<file path="src/rtl/key_decoder_pkg.sv">
// Shared definitions for the push-button decoder: per-channel FSM state
// encodings and helpers that derive tick counts from millisecond settings.
package key_decoder_pkg;

  typedef enum logic [1:0] {
    KS_IDLE    = 2'd0,
    KS_PRESSED = 2'd1,
    KS_LONG    = 2'd2
  } key_state_e;

  localparam int NUM_KEYS = 2;

  function automatic int ms_to_ticks(input int ticks_per_ms, input int ms);
    return ticks_per_ms * ms;
  endfunction

  function automatic int max_int(input int a, input int b);
    return (a > b) ? a : b;
  endfunction

  // Counter width able to hold every value 0..n (never less than 1 bit).
  function automatic int cnt_width(input int n);
    return (n < 2) ? 1 : $clog2(n + 1);
  endfunction

endpackage

</file>
<file path="src/rtl/key_channel.sv">
// One button channel: two-flop synchroniser, stability debouncer and a
// short/long/auto-repeat classifier producing registered one-cycle pulses.
module key_channel
  import key_decoder_pkg::*;
#(
  parameter int DB_TICKS   = 20,
  parameter int LONG_TICKS = 100,
  parameter int REP_TICKS  = 40
) (
  input  logic clk,
  input  logic rst,
  input  logic btn_n,
  output logic held,
  output logic press,
  output logic long_press,
  output logic repeat_pulse
);

  localparam int DBW = cnt_width(DB_TICKS);
  localparam int HCW = cnt_width(max_int(LONG_TICKS, REP_TICKS));

  localparam logic [DBW-1:0] DB_LAST   = DBW'(DB_TICKS - 1);
  localparam logic [HCW-1:0] LONG_LAST = HCW'(LONG_TICKS - 1);
  localparam logic [HCW-1:0] REP_LAST  = HCW'(REP_TICKS - 1);

  logic            sync1_q, sync1_d;
  logic            sync2_q, sync2_d;
  logic            stable_q, stable_d;   // debounced raw level, 1 = released
  logic [DBW-1:0]  db_cnt_q, db_cnt_d;
  key_state_e      state_q, state_d;
  logic [HCW-1:0]  hc_q, hc_d;
  logic            held_q, held_d;
  logic            press_q, press_d;
  logic            long_q, long_d;
  logic            rep_q, rep_d;

  always_comb begin
    sync1_d  = btn_n;
    sync2_d  = sync1_q;
    stable_d = stable_q;
    db_cnt_d = db_cnt_q;
    if (sync2_q == stable_q) begin
      db_cnt_d = '0;
    end else if (db_cnt_q == DB_LAST) begin
      stable_d = ~stable_q;
      db_cnt_d = '0;
    end else begin
      db_cnt_d = db_cnt_q + 1'b1;
    end
  end

  // Classifier runs on the debounced level; a release always beats a
  // threshold reached in the same cycle.
  always_comb begin
    state_d = state_q;
    hc_d    = hc_q;
    held_d  = ~stable_q;
    press_d = 1'b0;
    long_d  = 1'b0;
    rep_d   = 1'b0;
    case (state_q)
      KS_IDLE: begin
        if (!stable_q) begin
          state_d = KS_PRESSED;
          hc_d    = '0;
        end
      end
      KS_PRESSED: begin
        if (stable_q) begin
          press_d = 1'b1;
          state_d = KS_IDLE;
          hc_d    = '0;
        end else if (hc_q == LONG_LAST) begin
          long_d  = 1'b1;
          state_d = KS_LONG;
          hc_d    = '0;
        end else begin
          hc_d = hc_q + 1'b1;
        end
      end
      KS_LONG: begin
        if (stable_q) begin
          state_d = KS_IDLE;
          hc_d    = '0;
        end else if (hc_q == REP_LAST) begin
          rep_d = 1'b1;
          hc_d  = '0;
        end else begin
          hc_d = hc_q + 1'b1;
        end
      end
      default: begin
        state_d = KS_IDLE;
        hc_d    = '0;
      end
    endcase
  end

  always_ff @(posedge clk or posedge rst) begin
    if (rst) begin
      sync1_q  <= 1'b1;
      sync2_q  <= 1'b1;
      stable_q <= 1'b1;
      db_cnt_q <= '0;
      state_q  <= KS_IDLE;
      hc_q     <= '0;
      held_q   <= 1'b0;
      press_q  <= 1'b0;
      long_q   <= 1'b0;
      rep_q    <= 1'b0;
    end else begin
      sync1_q  <= sync1_d;
      sync2_q  <= sync2_d;
      stable_q <= stable_d;
      db_cnt_q <= db_cnt_d;
      state_q  <= state_d;
      hc_q     <= hc_d;
      held_q   <= held_d;
      press_q  <= press_d;
      long_q   <= long_d;
      rep_q    <= rep_d;
    end
  end

  assign held         = held_q;
  assign press        = press_q;
  assign long_press   = long_q;
  assign repeat_pulse = rep_q;

endmodule

</file>
<file path="src/rtl/key_decoder.sv">
// Two independent button channels for the Tang Nano boards, producing
// debounced levels and short/long/repeat command pulses.
module key_decoder
  import key_decoder_pkg::*;
#(
  parameter int TICKS_PER_MS = 24_000,
  parameter int DEBOUNCE_MS  = 20,
  parameter int LONG_MS      = 1000,
  parameter int REPEAT_MS    = 200
) (
  input  logic       clk,
  input  logic       rst,
  input  logic [1:0] btn_n,
  output logic [1:0] held,
  output logic [1:0] press,
  output logic [1:0] long_press,
  output logic [1:0] repeat_pulse
);

  localparam int DB_TICKS   = ms_to_ticks(TICKS_PER_MS, DEBOUNCE_MS);
  localparam int LONG_TICKS = ms_to_ticks(TICKS_PER_MS, LONG_MS);
  localparam int REP_TICKS  = ms_to_ticks(TICKS_PER_MS, REPEAT_MS);

  generate
    for (genvar gi = 0; gi < NUM_KEYS; gi++) begin : g_chan
      key_channel #(
        .DB_TICKS  (DB_TICKS),
        .LONG_TICKS(LONG_TICKS),
        .REP_TICKS (REP_TICKS)
      ) u_chan (
        .clk         (clk),
        .rst         (rst),
        .btn_n       (btn_n[gi]),
        .held        (held[gi]),
        .press       (press[gi]),
        .long_press  (long_press[gi]),
        .repeat_pulse(repeat_pulse[gi])
      );
    end
  endgenerate

endmodule

</file>
<file path="config.mk">
export PLATFORM = sky130hd
export DESIGN_NAME = key_decoder
export DESIGN_NICKNAME = d
export VERILOG_FILES = /design/src/rtl/key_decoder_pkg.sv /design/src/rtl/key_channel.sv /design/src/rtl/key_decoder.sv
export SDC_FILE = /design/constraint.sdc
export NUM_CORES = 1
export LEC_CHECK = 0
export ABC_AREA = 0
export BUFFER_PORTS_ARGS = -buffer_cell sky130_fd_sc_hd__buf_2
export CAP_MARGIN = 25
export CORE_UTILIZATION = 40
export CTS_BUF_LIST = sky130_fd_sc_hd__clkbuf_4
export DETAILED_ROUTE_END_ITERATION = 10
export SYNTH_ARGS = -nofsm -noshare
export SYNTH_HDL_FRONTEND = slang
export SYNTH_HIERARCHICAL = 1
export SYNTH_SLANG_ARGS = --single-unit
</file>
<file path="constraint.sdc">
create_clock -name clk -period 2.6 [get_ports clk]
set_input_delay 0.52 -clock clk [delete_from_list [all_inputs] [get_ports clk]]
set_output_delay 0.52 -clock clk [all_outputs]
set_load 0.01 [all_outputs]
</file>
[Word-level counts from Yosys, hierarchy flattened]
Index checks and enable logic that the tools add are counted.
Word-level totals
  register bits: 106
  output and inout bits: 8
  bits of input ports: 4
Operators by class
  equality and inequality tests: 18
  bitwise gates (word level): 4
  multiplexer cells: 42
  reductions and logical operators: 6
  add/subtract/negate cells: 4
Operator list (count)
  two-way mux 25 bit: 10
  case mux 25 bit (3 select lines): 2
  two-way mux 19 bit: 4
  adder 25 x 1 -> 25 bit, second input constant: 2
  equality test 25 x 23 -> 1 bit, second input constant: 2
  equality test 25 bit, second input constant: 2
  adder 19 x 1 -> 19 bit, second input constant: 2
  equality test 19 bit, second input constant: 2
  two-way mux 1 bit: 16
  two-way mux 2 bit: 8
  case mux 2 bit (3 select lines): 2
  != test 3 x 1 -> 1 bit, second input constant: 2
  AND reduction 3 bit: 2
  equality test 2 x 1 -> 1 bit, second input constant: 2
  equality test 2 bit, second input constant: 2
  logical NOT 2 bit: 2
  != test 2 x 1 -> 1 bit, second input constant: 2
  != test 2 bit, second input constant: 2
  inverter 1 bit: 4
  AND reduction 2 bit: 2
  equality test 1 bit: 2

[Logic depth before layout (Yosys ltp)]
  depth after elaboration: 4
  gate-level depth with buffers: 8
  mapped depth without buffers: 6

[Cells and area by module]
Netlist, hierarchy kept.
Modules (own cells, without submodules)
  key_channel: area an instance 3052.9 um2, sequential area each 1330.0 um2, cells each 345, instances 2

[Least setup slack after synthesis]
No wires, ideal clock.
  path type: reg-to-reg
  start point: reg g_chan[0].u_chan.hc_q[17]
  end point: reg g_chan[0].u_chan.hc_q[10]
  cell stages (with the launch flop): 8
  library setup time: 0.125 ns
  data required time: 2.475 ns
  clock period less this slack: 1.967 ns
  slack: 0.633 ns
  arrival: 1.842 ns
  cell sequence: dfrtp_1 buf_2 or4b_1 nor3_2 a41oi_4 buf_2 o221ai_1 nand2_1
On the way
  word-level cells in the longest chain between the ends: 4
  elaborated cells on any way between the ends: 7
Ends and longest elaborated chain
  from (decl): line key_channel.sv:31  | logic [HCW-1:0] hc_q, hc_d;
  from (signal assigned): line key_channel.sv:106  | hc_q <= '0;
  from (signal assigned): line key_channel.sv:117  | hc_q <= hc_d;
  equality test 25 x 23 -> 1 bit or equality test 25 bit (tied branches): line key_channel.sv:85, key_channel.sv:73
  two-way mux 25 bit, on equally long branches: line key_channel.sv:85, key_channel.sv:73
  two-way mux 25 bit, on equally long branches: line key_channel.sv:82, key_channel.sv:69
  case mux 25 bit (3 select lines) (*): line key_channel.sv:61  | case (state_q)
Every way passes the cells marked *; elsewhere a longest branch is shown, timed or not.
A chain may end at the register's enable or synchronous reset.

[Worst setup path after layout]
  start point: reg g_chan[0].u_chan.hc_q[18]
  end point: reg g_chan[0].u_chan.hc_q[7]
Same word-level chain as after synthesis.

==> flow_summary_export.csv <==
group,metric,value,unit
logic_synthesis,synth-seq-area-share,43.6,%
timing,max_slew_margin,48.0,%
critical_path,critical_path_class,"reg -> reg",
place,place_area,6410,um2
power_and_ir_drop,clock_power_share,33.4,%
timing,final.min_clock_period,2.30,ns
floorplanning,num_rows,44,
floorplanning,dieArea,15800,um2
power_and_ir_drop,p_per_area,398,nW/um2
global_routing,top_usage_layer,"met2",
critical_path,cp_max_fo,17,
timing,tns,0,ns
critical_path,slowest_stage,"or4b_1",
timing,min_period_over_period,88.4,%
floorplanning,ioPinCount,12,
power_and_ir_drop,power_switching_share,23.9,%
clock_tree,hold_buffers,0,
timing,hold_viol,0,
power_and_ir_drop,p_comb_share,2.6,%
final_layout,layout.area.seq,2660,um2
drt,vias,4989,
critical_path,crit_family,"compound AO/OA/AOI/OAI gates",
global_routing,antenna_found_initial,0,
timing,max_freq,0.435,GHz
logic_synthesis,synth_cell_types,47,
clock_tree,clock_latency,0.49,ns
timing,finalSetupViolCount,0,
global_routing,met3_usage,5.01,%
critical_path,cp_cell_sequence,"or4b_1 > nor3_2 > a41oi_4 > o21ai_2 > o211ai_1",
floorplanning,fp.dieH,126,um
critical_path,reg2reg_from,"g_chan[0].u_chan/hc_q[18]",
final_layout,diodes,0,
floorplanning,core_area,14700,um2
floorplanning,start_util,41.5,%
final_layout,layout_commonest_cell,"nand2_1",
timing,drv_slew,0,
clock_tree,cts_root_buf,"clkbuf_4",
global_routing,grt_pass1_vias,4860,
critical_path,cp.arrival,2.66,ns
clock_tree,clockBufferDepth,2,
clock_tree,cts_buffers,9,
critical_path,r2r_end,"g_chan[0].u_chan/hc_q[7]",
final_layout,nets,710,
global_routing,grt_use_total,18.3,%
clock_tree,cts_tree,"yes",
critical_path,cp-start-kind,"flip-flop",
global_routing,overflow,0,
min_path,hold_class,"in -> async",
final_layout,layout_common_cells,"nand2_1 (104), dfrtp_1 (100), nor2_1 (84)",
power_and_ir_drop,p_leak,0.00268,uW
logic_synthesis,ys.flop_type,"dfrtp_1",
timing,rsz0062_at_grt,"no",
global_routing,grt_use_met1,23.9,%
global_routing,grt_max_degree,38,
critical_path,slowest_delay,0.51,ns
power_and_ir_drop,power.switching,623,uW
logic_synthesis,synthArstFlopShare,100,%
timing,hold_ws,0.111,ns
drt,first_pass_iters,8,
final_layout,area_growth,7.52,%
final_layout,final_area,6570,um2
floorplanning,die_w,126,um
drt,drc,2,
logic_synthesis,ys_seq_elements,106,
power_and_ir_drop,power.total,2610,uW
place,io_buffers,11,
clock_tree,clkTransAtPathRegs,0.17,ns
logic_synthesis,syn_nets,704,
final_layout,final_core_util,44.7,%
clock_tree,cts.sinks,106,
critical_path,end_kind,"flip-flop",
logic_synthesis,syn_area_per_cell,8.85,um2
timing,clock_skew,0.0178,ns
global_routing,grt_util_met2,30.0,%
place,globalplace.congestion,0.826,
drt,drt-initial-drc-count,367,
logic_synthesis,syn_area,6110,um2
logic_synthesis,yosysWarnings,6,
critical_path,r2r_slack,0.30,ns
job,maxCapViolCount,0,
critical_path,crit_required,2.96,ns
timing,tightestPinTransition,0.779,ns
critical_path,reg2reg_depth,5,
clock_tree,htree_num_levels,3,
power_and_ir_drop,internal_power,1990,uW
place,post-dp-hpwl,9150,um
final_layout,drive_above_1_share,10.6,%
drt,final_antenna_net_count,0,
critical_path,cp.depth,5,
status,status,"finished, violations left",
critical_path,path_buf_inv,0,
power_and_ir_drop,max-vdd-ir-drop,257,uV
final_layout,fillerInstances,1434,
status,violations,"design-rule violations",
drt,wl,13400,um
global_routing,grt_pass1_wl,23400,um
drt,routedWlPerCell,15.1,um
drt,avgViaCountPerCell,5.64,
final_layout,multi_input_area,3160,um2
power_and_ir_drop,pwr-share-seq,64.0,%
logic_synthesis,synth-edff-count,0,
logic_synthesis,netlist_instances,690,
[metal layers]
metal	part of all wire, %	vias up	routed length (um)
li1	-	2490	-
met1	48	2398	6420
met2	48	92	6370
met3	3.5	9	469
met4	0.80	0	107
met5	0	-	0
[state kept, by name, summed over array words and instances, names as in the netlist]
register                    cells
g_chan.u_chan/long_press        2
g_chan.u_chan/held              2
g_chan.u_chan/db_cnt_q         38
g_chan.u_chan/state_q           4
g_chan.u_chan/repeat_pulse      2
g_chan.u_chan/stable_q          2
g_chan.u_chan/press             2
g_chan.u_chan/hc_q             50
g_chan.u_chan/sync2_q           2
g_chan.u_chan/sync1_q           2
[worst max path at each step]
stage / from / endpoint / slack, ns
after floorplan: g_chan[0].u_chan/hc_q[17] / g_chan[0].u_chan/hc_q[10] / 0.63
after CTS: g_chan[0].u_chan/hc_q[0] / g_chan[0].u_chan/hc_q[20] / 0.21
after global routing: g_chan[0].u_chan/hc_q[0] / g_chan[0].u_chan/hc_q[20] / 0.11
after detailed placement: g_chan[0].u_chan/hc_q[0] / g_chan[0].u_chan/hc_q[20] / 0.27
after global placement: g_chan[0].u_chan/hc_q[0] / g_chan[0].u_chan/hc_q[20] / 0.35
final: g_chan[0].u_chan/hc_q[18] / g_chan[0].u_chan/hc_q[7] / 0.30
[kinds of logic (layout without fill, tap and decap cells)]
| kind of cell | count (synthesis) | count (layout) | synth area share (%) |
|---|---|---|---|
| compound gates | 100 | 100 | 13.4 |
| xor+xnor | 40 | 40 | 5.74 |
| fa+ha+maj | 10 | 10 | 2.05 |
| buf+inv | 74 | 85 | 5.00 |
| flops | 106 | 106 | 43.6 |
| simple gates | 360 | 360 | 30.3 |
[power groups by stage]
stage	Clock, uW	Combinational (uW)	Sequential (uW)
2_1_floorplan	0	46.1	1700
3_3_place_gp	0	68.8	1700
3_5_place_dp	0	71.4	1700
4_1_cts	929	71.8	1670
5_1_grt	989	80.9	1670
6_report	871	67.8	1670
[cells in the mapped netlist (12+ instances only)]
master     number  share of area, %
clkbuf_1       22               1.4
xor2_1         18               2.6
nor2_1         84               5.2
o211ai_1       16               2.0
o2111ai_1      20               2.9
and3_1         14               1.4
inv_1          34               2.1
nand4_1        28               2.9
dfrtp_1       100                41
nor4_1         12               1.2
and2_1         20               2.0
nand3_1        32               2.6
nand2_1       104               6.4
xnor2_1        22               3.2
o221ai_1       24               3.4
nor3_1         20               1.6
[area by class of cell]
type                    instances  share of cell area [%]
multi-input cells             510                    48.2
inverters                      36                    2.06
clock buffers                  10                    1.14
repair buffers                 33                    3.54
flip-flops and latches        106                    40.5
clock inverters                 6                    1.03
well taps                     184                    3.51
[metrics by stage]
| step | setup WS (ns) | instances |
|---|---|---|
| 2_1_floorplan | 0.633 | 690 |
| 3_3_place_gp | 0.346 | 869 |
| 3_5_place_dp | 0.275 | 869 |
| 4_1_cts | 0.213 | 885 |
| 5_1_grt | 0.108 | 885 |
| 6_report | 0.300 | 885 |
[repair_timing]
item                       in CTS  in global routing
hold endpoints to repair        0                  0
setup endpoints to repair       0                  2
buffers inserted                0                  0
gates resized for setup         0                  1
No activity file was read; power rests on OpenSTA's default activity.
